`src/rtl/wb_queue.sv`:
```
// wb_queue: writeback FIFO between the execute/memory stage and the register
// file. Results arrive over valid/ready, drain one per cycle onto a registered
// write port, and expose a pending-register mask for hazard detection.
// Optional feature macro: WB_BYPASS_EN builds the forwarding lookup
// (fwd_hit*/fwd_data*). Without it the forwarding outputs are tied to 0.
module wb_queue #(
  parameter int DEPTH = 2,
  parameter int DW    = 8,
  parameter int AW    = 3
) (
  input  logic                   clk,
  input  logic                   rst,
  input  logic                   in_valid,
  output logic                   in_ready,
  input  logic                   in_we,
  input  logic [AW-1:0]          in_reg,
  input  logic [DW-1:0]          in_data,
  input  logic                   flush,
  input  logic                   hold,
  output logic                   regwrite,
  output logic [AW-1:0]          write_reg,
  output logic [DW-1:0]          write_data,
  output logic [$clog2(DEPTH):0] count,
  output logic [2**AW-1:0]       pending,
  input  logic [AW-1:0]          q_reg1,
  input  logic [AW-1:0]          q_reg2,
  output logic                   fwd_hit1,
  output logic                   fwd_hit2,
  output logic [DW-1:0]          fwd_data1,
  output logic [DW-1:0]          fwd_data2
);

  localparam int PW = $clog2(DEPTH);
  localparam int CW = PW + 1;

  typedef struct packed {
    logic          we;
    logic [AW-1:0] rg;
    logic [DW-1:0] data;
  } entry_t;

  entry_t          mem [DEPTH];
  logic [PW-1:0]   head_ptr;
  logic [PW-1:0]   tail_ptr;
  logic [DEPTH-1:0] entry_valid;
  logic            push;
  logic            pop;

  // Distance of a slot from the head, widened to compare against count.
  function automatic logic [CW-1:0] age_of(input logic [PW-1:0] idx,
                                           input logic [PW-1:0] head);
    logic [PW-1:0] d;
    d = idx - head;
    return {1'b0, d};
  endfunction

  // Full queue refuses input even if it pops this cycle: no pass-through.
  assign in_ready = !rst && !flush && (count != CW'(DEPTH));
  assign push     = in_valid && in_ready;
  assign pop      = (count != '0) && !hold && !flush;

  // Pointer and occupancy bookkeeping; flush and reset empty the queue.
  always_ff @(posedge clk) begin
    // NOTE: sequential state uses non-blocking assignments so every register
    // samples the pre-edge values, independent of statement order.
    if (rst || flush) begin
      head_ptr <= '0;
      tail_ptr <= '0;
      count    <= '0;
    end else begin
      if (push) tail_ptr <= tail_ptr + PW'(1);
      if (pop)  head_ptr <= head_ptr + PW'(1);
      case ({push, pop})
        2'b10:   count <= count + CW'(1);
        2'b01:   count <= count - CW'(1);
        default: count <= count;
      endcase
    end
  end

  // Entry storage written at the tail on an accepted push.
  always_ff @(posedge clk) begin
    // NOTE: the storage array has no reset; validity comes solely from
    // head/tail/count, so stale contents are never observed.
    if (push) mem[tail_ptr] <= '{we: in_we, rg: in_reg, data: in_data};
  end

  // Registered register-file write port, loaded from the popped head.
  always_ff @(posedge clk) begin
    if (rst) begin
      regwrite   <= 1'b0;
      write_reg  <= '0;
      write_data <= '0;
    end else if (pop) begin
      regwrite   <= mem[head_ptr].we;
      write_reg  <= mem[head_ptr].rg;
      write_data <= mem[head_ptr].data;
    end else begin
      regwrite   <= 1'b0;
    end
  end

  // Slot validity and the pending mask over queued register-writing entries.
  always_comb begin
    // NOTE: every output of a combinational block gets a default first so no
    // path leaves it unassigned and no latch is inferred.
    entry_valid = '0;
    pending     = '0;
    for (int i = 0; i < DEPTH; i++) begin
      entry_valid[i] = age_of(PW'(i), head_ptr) < count;
      if (entry_valid[i] && mem[i].we) pending[mem[i].rg] = 1'b1;
    end
  end

`ifdef WB_BYPASS_EN
  // Forwarding lookup: walk oldest to youngest so the youngest match wins.
  always_comb begin
    fwd_hit1  = 1'b0;
    fwd_hit2  = 1'b0;
    fwd_data1 = '0;
    fwd_data2 = '0;
    for (int k = 0; k < DEPTH; k++) begin
      if (CW'(k) < count) begin
        if (mem[PW'(head_ptr + PW'(k))].we && mem[PW'(head_ptr + PW'(k))].rg == q_reg1) begin
          fwd_hit1  = 1'b1;
          fwd_data1 = mem[PW'(head_ptr + PW'(k))].data;
        end
        if (mem[PW'(head_ptr + PW'(k))].we && mem[PW'(head_ptr + PW'(k))].rg == q_reg2) begin
          fwd_hit2  = 1'b1;
          fwd_data2 = mem[PW'(head_ptr + PW'(k))].data;
        end
      end
    end
  end
`else
  // No bypass: consumers stall on pending alone.
  logic unused_fwd_lookup;
  assign unused_fwd_lookup = ^{q_reg1, q_reg2};
  assign fwd_hit1  = 1'b0;
  assign fwd_hit2  = 1'b0;
  assign fwd_data1 = '0;
  assign fwd_data2 = '0;
`endif

endmodule
```
`config.mk`:
```
export PLATFORM = sky130hd
export DESIGN_NAME = wb_queue
export DESIGN_NICKNAME = d
export VERILOG_FILES = /design/src/rtl/wb_queue.sv
export SDC_FILE = /design/constraint.sdc
export NUM_CORES = 1
export LEC_CHECK = 0
export BUFFER_PORTS_ARGS = -buffer_cell sky130_fd_sc_hd__buf_2
export CAP_MARGIN = 40
export CELL_PAD_IN_SITES_DETAIL_PLACEMENT = 1
export CELL_PAD_IN_SITES_GLOBAL_PLACEMENT = 2
export CORE_MARGIN = 1
export CORE_UTILIZATION = 33
export DETAILED_ROUTE_END_ITERATION = 8
export PLACE_DENSITY = 0.85
export SLEW_MARGIN = 20
export SYNTH_ARGS = -nofsm -noshare
export SYNTH_HDL_FRONTEND = slang
export SYNTH_SLANG_ARGS = --single-unit
```
`constraint.sdc`:
```
create_clock -name clk -period 5.9 [get_ports clk]
set_clock_uncertainty 0.2 [all_clocks]
set_input_delay 0.295 -clock clk [delete_from_list [all_inputs] [get_ports clk]]
set_output_delay 0.295 -clock clk [all_outputs]
set_load 0.005 [all_outputs]
```
======== Word level (Yosys, flattened, before mapping) ========
Memories as Yosys holds them, arrays and structs flattened. A register that Yosys moved wholly into a read port is not among the register bits.
Index checks and enable logic that the tools add are counted.
word-level totals
  register bits ........................... 16
  RAM bits ................................ 24
  output and inout bits ................... 41
  memories kept ........................... 1
memory list
  name  depth  width  rd ports  clocked after memory_dff  wr ports  RTL line  text
  mem   2      12     3         1                         1         42        entry_t mem [DEPTH];
cells by class
  add/sub/neg operators ................... 6
  order comparisons ....................... 6
  eq/ne operators ......................... 3
  multiplexer cells ....................... 11
  bitwise logic cells ..................... 2
  reductions and logical operators ........ 16
operator list
  operator                                                                count
  8-bit two-way mux                                                       2
  1-bit logical AND                                                       9
  3-bit by 4-bit < comparator with 1-bit output (second input constant)   2
  8-bit OR                                                                1
  1-bit demux with 3-bit select                                           2
  3-bit by 1-bit >= comparator with 1-bit output (second input constant)  2
  1-bit two-way mux                                                       6
  1-bit by 2-bit < comparator with 1-bit output                           2
  2-bit case mux with 2 select lines                                      1
  2-bit nonzero test                                                      2
  1-bit zero test                                                         3
  1-bit adder (second input constant)                                     2
  2-bit by 1-bit adder with 2-bit output (second input constant)          1
  2-bit by 1-bit == test with 1-bit output (second input constant)        1
  2-bit == test (second input constant)                                   1
  2-bit inequality test (second input constant)                           1
  2-bit OR reduction                                                      1
  1-bit subtractor (first input constant)                                 2
  2-bit by 1-bit subtractor with 2-bit output (second input constant)     1
  1-bit logical OR                                                        1
  1-bit NOT                                                               1

======== Depth between registers and ports, before layout ========
Gate-level depths: netlist of the first run.
An unclocked memory read counts as a cell.
  depth after elaboration ................. 8
  depth in mapped cells ................... 8

======== Least setup slack after synthesis of the first run ========
No wires, ideal clock.
  path type ............................... register to register
  start ................................... register count[1]
  end ..................................... register count[1]
  arrival ................................. 1639 ps
  setup slack ............................. 3991 ps
  cell stages (with the launch flop) ...... 8
  path buffers ............................ 2
  clock period less this slack ............ 1909 ps
  path through ............................ dfxtp_1 buf_4 nor2_1 nor3_2 buf_2 ha_1 or3_1 a21oi_1
between the ends
  longest elaborated chain between the ends .. 5
  elaborated cells on any way between the ends .. 12
  classes of those cells .................. add/sub (2); eq/ne (3); mux (1); reduce/logical (6)
ends and longest elaborated chain
  element                                                                           RTL line  text
  start: declaration                                                                23        output logic [$clog2(DEPTH):0] count,
  start signal: assignment                                                          74        2'b10: count <= count + CW'(1);
  start signal: assignment                                                          75        2'b01: count <= count - CW'(1);
  start signal: assignment                                                          76        default: count <= count;
  2-bit nonzero test (*)                                                            60        assign pop = (count != '0) && !hold && !flush;
  1-bit logical AND (*) (2 in series)                                               60
  named net pop                                                                     47        logic pop;
  2-bit by 1-bit == test with 1-bit output / 2-bit == test (equally long branches)  73        case ({push, pop})
  2-bit case mux with 2 select lines / 2-bit nonzero test (equally long branches)   -
The timed path passes the listed nets; every way through them passes the cells marked *.
A chain may end at the register's enable or synchronous reset.

======== Final worst setup path of the first run ========
  start ................................... register count[1]
  end ..................................... register count[1]
between the ends
  longest elaborated chain between the ends .. 5
  elaborated cells on any way between the ends .. 12
  classes of those cells .................. add/sub (2); eq/ne (3); mux (1); reduce/logical (6)
ends and longest elaborated chain
  element                                                                           RTL line
  2-bit inequality test / 2-bit nonzero test (equally long branches)                58, 60
  1-bit logical AND, on equally long branches                                       58, 60
  1-bit logical AND, on equally long branches                                       59, 60
  2-bit by 1-bit == test with 1-bit output / 2-bit == test (equally long branches)  73
  2-bit case mux with 2 select lines / 2-bit nonzero test (equally long branches)   -
Parallel ways exist; a longest one is shown, timed or not.

==> flow_summary.yaml, run 1 <==
synth:
  synth_area_leaders: "edfxtp_1 40%, dfxtp_1 19%, buf_4 8.6%, mux2i_1 7.1%, a211oi_1 4.5%"
  yosysUniqueCellTypes: 32
  yosysSeqAreaShare_pct: 58.20
  syn_inst: 152
  yosys.area.top_type_share_pct: 39.53
  synth_edf_count: 24
  synth_top_cell_by_area: "edfxtp_1"
  yosys_warnings: 0
  mappedNetlistArea_um2: 1823
  synth_ff_type: "edfxtp_1"
  synthArstFlopShare_pct: 0
  synth-seq-cells: 41
  syn_area_per_cell_um2: 11.99
final_layout:
  seqCellArea_um2: 1061
  diodes: 0
  multiInputGateArea_um2: 641.9
  largest_register_ffs: 24
  fin_cells: 273
  num-fill-cells: 605
  final_common_cell: "buf_2"
  nNetsFinal: 226
  drive_gt1_share_pct: 23.65
  area_delta_synth_final_pct: 20.38
  layout_common_cells: "39 x buf_2, 24 x edfxtp_1, 18 x conb_1"
  design_area_um2: 2195
timing:
  finalMaxSlewViolations: 0
  timing.hold.ws_ps: 16.24
  hold_viol_final: 0
  timing.final.crit_share_pct: 41.65
  worstMarginPinSlew_ps: 833.0
  rsz0062_at_grt: "false"
  setup_viol: 0
  period_minus_slack_ps: 2457
  finalSetupTns_ps: 0
  fmax_mhz: 406.9
  relSlewSlack_pct: 44.17
die:
  die_y_um: 76.33
  start_util_pct: 35.02
  die_area_um2: 5826
  fp-row-count: 26
  die_w_um: 76.33
  io_pins: 64
  core_um2: 5205
setup_path:
  start_kind: "flip-flop"
  worst_ep_required_time_ps: 5920
  worst_ep_arrival_time_ps: 2480
  end_kind: "flip-flop"
  crit_fanout: 13
  worstSetupPathType: "flip-flop to flip-flop"
clock_tree:
  clockBufferDepth: 2
  clock_latency_ps: 290
  cts_tree: "built"
  numCtsBuffers: 5
  cts_sinks: 41
  htree_levels: 2
  root_buffer: "clkbuf_8"
  path_clk_slew_ps: 70
grt:
  gr-total-overflow: 0
  grt_max_degree: 15
  grt_usage_pct: 13.74
  grt_pass1_wl_mm: 6.216
  antenna_found_initial: 0
  first_global_vias: 1333
route:
  ant_nets: 0
  first_pass_iters: 4
  routed_via_density: 4.656
  drt-initial-drc-count: 41
  routedWlPerCell_um: 13.55
  wl_mm: 3.698
  vias: 1271
  drc: 0
place:
  port_buffers: 39
  dpl.hpwl_mm: 2.705
  post_dp_cell_area_um2: 2004
  dp.cells: 254
  place.gp.congestion: 0.7597
power_and_ir_drop:
  ir_drop_uv: 128.8
  leakagePower_nw: 0.8246
  power_w: 0.0005108
  power_density_nw_per_um2: 232.7
run:
  cap_violations: 0
status:
  run_status: "finished clean"
hold_path:
  hold_class: "input pin to flip-flop"
==> where the power goes <==
part / internal (W) / switching, W / total [W]
Sequential: 0.000308 / 0.00000304 / 0.000311
Combinational: 0.0000146 / 0.0000175 / 0.0000321
Clock: 0.0000822 / 0.0000857 / 0.000168
==> critical path, cell delays in order, from the launching register on <==
cell and delay [ps]:
dfxtp_1 530, nor2_1 130, nor3_2 650, ha_1 400
or3_1 350, a21oi_1 140
==> synth_stat cells (3+ instances only) <==
| master | count |
|---|---|
| a21oi_1 | 14 |
| edfxtp_1 | 24 |
| o22ai_1 | 8 |
| buf_2 | 3 |
| dfxtp_1 | 17 |
| nand2_1 | 3 |
| mux2i_1 | 13 |
| buf_4 | 21 |
| a211oi_1 | 11 |
| nand2b_1 | 3 |
| nand3b_1 | 3 |
| nor2_1 | 6 |
| o211ai_1 | 3 |
| or3_1 | 3 |
==> worst paths after layout <==
path / startpoint / endpoint / slack [ps] / cells past startpoint
setup / recovery: count[1]$_SDFFE_PP0P_ / count[1]$_SDFFE_PP0P_ / 3440 / 5
hold / removal: in_reg[2] / mem[1][10]$_DFFE_PP_ / 20 / 1
setup reg to reg: count[1]$_SDFFE_PP0P_ / count[1]$_SDFFE_PP0P_ / 3440 / 5
hold reg to reg: tail_ptr$_SDFFE_PP0N_ / tail_ptr$_SDFFE_PP0N_ / 300 / 1
==> stage by stage <==
step	worst slack [ps]	utilization [%]
after global placement	3465	38.29
final	3443	42.16
after global routing	3273	42.16
after detailed placement	3460	38.51
after CTS	3437	42.16
after floorplan	3991	-
==> area by class of cell <==
type	count	share of cell area [%]
Sequential cell	41	48.35
Clock inverter	1	0.1710
Inverter	2	0.3421
Multi-Input combinational cell	101	29.25
Clock buffer	7	3.478
Tap cell	70	3.991
Timing Repair Buffer	51	14.42
==> repair_timing <==
item | CTS | global route
setup buffers | 0 | 0
endpoints found under the hold margin | 22 | 0
gates resized for setup | 0 | 0
hold buffers | 11 | 0
==> logic make-up after synthesis <==
group,share of synthesized area (%)
DFF,58.20
adders and majority gates,0.6862
and+or+nand+nor,8.855
AOI/OAI and AO/OA,13.86
xor gates and xnor gates,0.9611
muxes,7.138
other,0.2057
buffers and inverters,10.09
==> routing by layer <==
metal | GRT usage, % | vias up | part of all wire (%)
met4 | 4.038 | 0 | 0.92
met2 | 24.41 | 45 | 50
met3 | 4.072 | 3 | 5.4
met5 | 0 | - | 0
li1 | - | 624 | -
met1 | 15.87 | 599 | 44
No activity file was read; power rests on OpenSTA's default activity.
==> run 2: changes to the inputs <==
--- a/config.mk
+++ b/config.mk
@@ -10,9 +10,9 @@
 export CELL_PAD_IN_SITES_DETAIL_PLACEMENT = 1
 export CELL_PAD_IN_SITES_GLOBAL_PLACEMENT = 2
 export CORE_MARGIN = 1
-export CORE_UTILIZATION = 33
+export CORE_UTILIZATION = 31
 export DETAILED_ROUTE_END_ITERATION = 8
-export PLACE_DENSITY = 0.85
+export PLACE_DENSITY = 0.8
 export SLEW_MARGIN = 20
 export SYNTH_ARGS = -nofsm -noshare
 export SYNTH_HDL_FRONTEND = slang
==> constraint.sdc (replaced) <==
create_clock -name clk -period 2.3 [get_ports clk]
set_clock_uncertainty 0.2 [all_clocks]
set_input_delay 0.115 -clock clk [delete_from_list [all_inputs] [get_ports clk]]
set_output_delay 0.115 -clock clk [all_outputs]
set_load 0.005 [all_outputs]
==> flow_summary.yaml, run 2 (synthesis results as in run 1) <==
timing:
  finalMaxSlewViolations: 0
  setup_viol: 0
  rsz0062_at_grt: "false"
  timing.hold.ws_ps: 303.5
  hold_viol_final: 0
  timing.final.crit_share_pct: 93.52
  period_minus_slack_ps: 2151
  finalSetupTns_ps: 0
  fmax_mhz: 464.9
grt:
  grt_usage_pct: 14.05
  first_global_vias: 1341
  grt_max_degree: 15
  antenna_found_initial: 0
  gr-total-overflow: 0
  grt_pass1_wl_mm: 6.520
clock_tree:
  path_clk_slew_ps: 70
  cts_sinks: 41
  root_buffer: "clkbuf_8"
  post-cts-setup-buffers: 0
  htree_levels: 2
  clockBufferDepth: 2
  clock_latency_ps: 290
  cts_tree: "built"
  numCtsBuffers: 5
final_layout:
  drive_gt1_share_pct: 25.82
  largest_register_ffs: 24
  diodes: 0
  nNetsFinal: 236
  area_delta_synth_final_pct: 26.15
  final_util_pct: 41.26
  multiInputGateArea_um2: 641.9
  layout_common_cells: "39 x buf_2, 24 x edfxtp_1, 18 x conb_1"
  num-fill-cells: 625
  final_common_cell: "buf_2"
  seqCellArea_um2: 1061
  design_area_um2: 2300
route:
  first_pass_iters: 4
  ant_nets: 0
  routed_via_density: 4.688
  drt-initial-drc-count: 43
  drc: 0
  vias: 1336
  routedWlPerCell_um: 14.27
  wl_mm: 4.066
power_and_ir_drop:
  ir_drop_uv: 374.4
  leakagePower_nw: 0.8844
  power_w: 0.001371
  power_density_nw_per_um2: 596.1
place:
  port_buffers: 39
  post_dp_cell_area_um2: 2033
  dpl.hpwl_mm: 2.768
  place.gp.congestion: 0.7250
setup_path:
  worst_ep_required_time_ps: 2330
  worstSetupPathType: "flip-flop to flip-flop"
  end_kind: "flip-flop"
  crit_fanout: 12
  start_kind: "flip-flop"
  worst_ep_arrival_time_ps: 2180
die:
  die_y_um: 78.69
  die_w_um: 78.69
  die_area_um2: 6191
  start_util_pct: 32.70
  fp-row-count: 27
  core_um2: 5574
  io_pins: 64
hold_path:
  hold_class: "flip-flop to flip-flop"
status:
  run_status: "finished clean"
run:
  cap_violations: 0
run 2: cell types whose count changed in the layout (fill, tap and decap cells not counted):
cell	delta
buf_4	+5
buf_6	-1
clkbuf_1	-2
clkbuf_8	+1
clkinv_1	-1
clkinv_2	+1
clkinv_4	+1
dlygate4sd3_1	+6
run 2: final timing paths:
path	from	endpoint	slack (ps)	depth (start not counted)
max	count[1]$_SDFFE_PP0P_	flip-flop	150	4
min	tail_ptr$_SDFFE_PP0N_	tail_ptr$_SDFFE_PP0N_	300	1
max reg2reg	count[1]$_SDFFE_PP0P_	flip-flop	150	4
min reg2reg	tail_ptr$_SDFFE_PP0N_	tail_ptr$_SDFFE_PP0N_	300	1
run 2: area by class of cell:
cell class | instances | area share (%)
Clock inverter | 2 | 0.5985
Sequential cell | 41 | 46.14
Multi-Input combinational cell | 101 | 27.91
Clock buffer | 6 | 3.591
Inverter | 2 | 0.3264
Tap cell | 72 | 3.917
Timing Repair Buffer | 61 | 17.52
run 2: per-layer routing:
layer | track usage (%) | vias up | part of all wire (%)
met3 | 3.837 | 8 | 5.5
met2 | 24.26 | 49 | 51
li1 | - | 649 | -
met5 | 0 | - | 0
met1 | 16.73 | 630 | 42
met4 | 4.630 | 0 | 1.5
run 2: through the flow:
step                setup WS [ps]  std cells
finish                      149.1        285
CTS                         181.5        285
detailed placement          347.6        260
global placement            414.1        260
floorplan                   391.1        169
global route                36.23        285
run 2: what timing repair did:
item | CTS | global route
hold endpoints to repair | 33 | 0
resized for setup | 0 | 0
hold buffers | 17 | 0
run 2: critical path, cell delays in order, from the launching register on:
cell and delay (ps):
dfxtp_1 560, or2_1 450, nand3b_1 160, a21oi_1 170
dlygate4sd3_1 560
run 2: power breakdown:
part	switching, W	total, W	internal, W
Sequential	0.00000793	0.000797	0.000789
Combinational	0.0000487	0.0000930	0.0000443
Clock	0.000238	0.000481	0.000243
Total	0.000295	0.00137	0.00108
==> run 3: changes to the inputs <==
--- a/config.mk
+++ b/config.mk
@@ -5,14 +5,15 @@
 export SDC_FILE = /design/constraint.sdc
 export NUM_CORES = 1
 export LEC_CHECK = 0
+export ABC_AREA = 1
 export BUFFER_PORTS_ARGS = -buffer_cell sky130_fd_sc_hd__buf_2
 export CAP_MARGIN = 40
 export CELL_PAD_IN_SITES_DETAIL_PLACEMENT = 1
 export CELL_PAD_IN_SITES_GLOBAL_PLACEMENT = 2
 export CORE_MARGIN = 1
-export CORE_UTILIZATION = 31
+export CORE_UTILIZATION = 28
 export DETAILED_ROUTE_END_ITERATION = 8
-export PLACE_DENSITY = 0.8
+export PLACE_DENSITY = 0.79
 export SLEW_MARGIN = 20
 export SYNTH_ARGS = -nofsm -noshare
 export SYNTH_HDL_FRONTEND = slang
==> flow_summary.yaml, run 3 <==
clock_tree:
  root_buffer: "clkbuf_8"
  path_clk_slew_ps: 70
  cts_sinks: 41
  numCtsBuffers: 5
  cts_tree: "built"
  htree_levels: 2
  clockBufferDepth: 2
  clock_latency_ps: 290
final_layout:
  nNetsFinal: 310
  area_delta_synth_final_pct: 22.48
  layout_common_cells: "51 x nand2_1, 39 x buf_2, 35 x nor2_1"
  num-fill-cells: 821
  drive_gt1_share_pct: 18.82
  final_common_cell: "nand2_1"
  largest_register_ffs: 24
  diodes: 0
  design_area_um2: 2400
timing:
  setup_viol: 0
  worstMarginPinSlew_ps: 713.3
  period_minus_slack_ps: 2025
  rsz0062_at_grt: "false"
  relSlewSlack_pct: 52.38
  finalSetupTns_ps: 0
  hold_viol_final: 0
  finalMaxSlewViolations: 0
  timing.final.crit_share_pct: 88.04
  fmax_mhz: 493.9
die:
  start_util_pct: 28.84
  fp-row-count: 30
  die_y_um: 85.65
  io_pins: 64
  die_area_um2: 7336
  core_um2: 6794
  die_w_um: 85.65
hold_path:
  hold_class: "input pin to flip-flop"
synth:
  yosysSeqAreaShare_pct: 54.15
  synth_ff_type: "edfxtp_1"
  yosys_warnings: 0
  mappedNetlistArea_um2: 1959
  synthArstFlopShare_pct: 0
  synth_edf_count: 24
  synth-seq-cells: 41
  yosys.area.top_type_share_pct: 36.78
  syn_area_per_cell_um2: 8.482
  ys_top_cells_by_count: "51 x nand2_1, 35 x nor2_1, 33 x inv_1"
  synth_most_common_cell: "nand2_1"
  syn_inst: 231
  synth_top_cell_by_area: "edfxtp_1"
  synth_area_leaders: "edfxtp_1 37%, dfxtp_1 17%, nand2_1 9.8%, buf_4 6.9%, nor2_1 6.7%"
  yosysUniqueCellTypes: 25
route:
  ant_nets: 0
  vias: 1495
  drt-initial-drc-count: 32
  wl_mm: 4.005
  routedWlPerCell_um: 10.46
  drc: 0
  routed_via_density: 3.903
  first_pass_iters: 4
setup_path:
  crit_slowest_cell: "dlygate4sd3_1"
  crit_path_max_incr_delay_ps: 530
  worst_ep_required_time_ps: 2280
  start_kind: "input pin"
  crit_buf_inv: 3
  cpMostUsedCell: "nor2_1"
  cpLargestDelayFamily: "buffers and inverters"
  worst_ep_arrival_time_ps: 2010
  worstSetupPathType: "input pin to flip-flop"
  end_kind: "flip-flop"
  crit_fanout: 24
  cp_cell_sequence: "dlygate4sd3_1 > buf_2 > nor2_1 > nand2_4 > inv_1 > ha_1 > a21oi_1 > nand3_1 > nand2_1 > nor2_1"
grt:
  grt_max_degree: 25
  antenna_found_initial: 0
  grt_pass1_wl_mm: 6.527
  gr-total-overflow: 0
  first_global_vias: 1394
  grt_usage_pct: 11.59
power_and_ir_drop:
  leakagePower_nw: 1.167
  ir_drop_uv: 239.1
  power_density_nw_per_um2: 549.8
status:
  run_status: "finished clean"
place:
  port_buffers: 39
  post_dp_cell_area_um2: 2170
  place.gp.congestion: 0.7423
  dpl.hpwl_mm: 2.913
run:
  cap_violations: 0
## run 3: cell types whose count changed in the layout (fill, tap and decap cells not counted), moves of 9 or more
cell	previous run	this run
a211oi_1	11	0
a21oi_1	14	3
inv_1	2	33
mux2i_1	13	0
nand2_1	3	51
nand4_1	0	9
nor2_1	6	35
## run 3: worst reg2reg max path, delay by kind of cell, from the launching register on
kind | cells | cell delay, ps
flip-flops | 1 | 370
AND/OR/NAND/NOR | 4 | 640
AO/OA/AOI/OAI | 1 | 150
buffers and inverters | 2 | 260
adder cells (fa/ha/maj) | 1 | 230
## run 3: worst paths after layout
| path | start | endpoint | slack (ps) | cells after the start |
|---|---|---|---|---|
| hold reg to reg | write_data[6]$_SDFFE_PP0P_ | write_data[6]$_SDFFE_PP0P_ | 310 | 4 |
| setup / recovery | flush | count[1]$_SDFFE_PP0P_ | 280 | 10 |
| hold / removal | hold | regwrite$_SDFF_PP0_ | 130 | 4 |
| setup reg to reg | count[0]$_SDFFE_PP0P_ | count[1]$_SDFFE_PP0P_ | 350 | 8 |
## run 3: power breakdown
group          switching [W]  internal, W
registers         0.00000678     0.000787
clock network       0.000228     0.000211
logic              0.0000464    0.0000402
total               0.000281      0.00104
## run 3: kinds of logic (layout without fill, tap and decap cells)
family                   count (synthesis)  after routing  share of synthesized area [%]
AND/OR/NAND/NOR                        110            110                          23.95
adder cells (fa/ha/maj)                  1              1                         0.6385
flip-flops                              41             41                          54.15
other                                    1             18                         0.1914
buffers and inverters                   59             98                          15.71
AO/OA/AOI/OAI                           19             19                          5.364
## run 3: final cells by class
class	count	area, um2	area share [%]
well taps	96	120.1	5.005
repair buffers	55	352.8	14.70
inverters	35	131.4	5.474
flip-flops and latches	41	1061	44.21
clock buffers	7	76.32	3.180
clock inverters	1	3.754	0.1564
multi-input cells	148	654.4	27.27
## run 3: stage by stage
step           hold slack [ps]  total power (W)  util, %  std cells  setup WS (ps)
2_1_floorplan           -15.28        0.0008688        -        248          511.5
5_1_grt                  170.1         0.001375    35.32        383          123.9
3_3_place_gp             104.1        0.0008761    31.93        360          395.1
4_1_cts                  124.7         0.001338    35.32        383          257.9
3_5_place_dp             113.5        0.0008781    31.93        360          359.0
6_report                 128.8         0.001319    35.32        383          275.2
## run 3: metal layers
metal	wire length (um)	vias to the layer above	track usage, %
li1	-	803	-
met2	1761	42	18.62
met1	1954	646	15.20
met5	0	-	0
met4	34	0	3.182
met3	255	4	3.465
## run 3: timing repair
| item | 4_1_cts | 5_1_grt |
|---|---|---|
| gates resized for setup | 0 | 0 |
| buffers inserted | 0 | 0 |
| hold buffers | 15 | 0 |
| hold endpoints to repair | 30 | 0 |
| endpoints found under the setup margin | 0 | 0 |
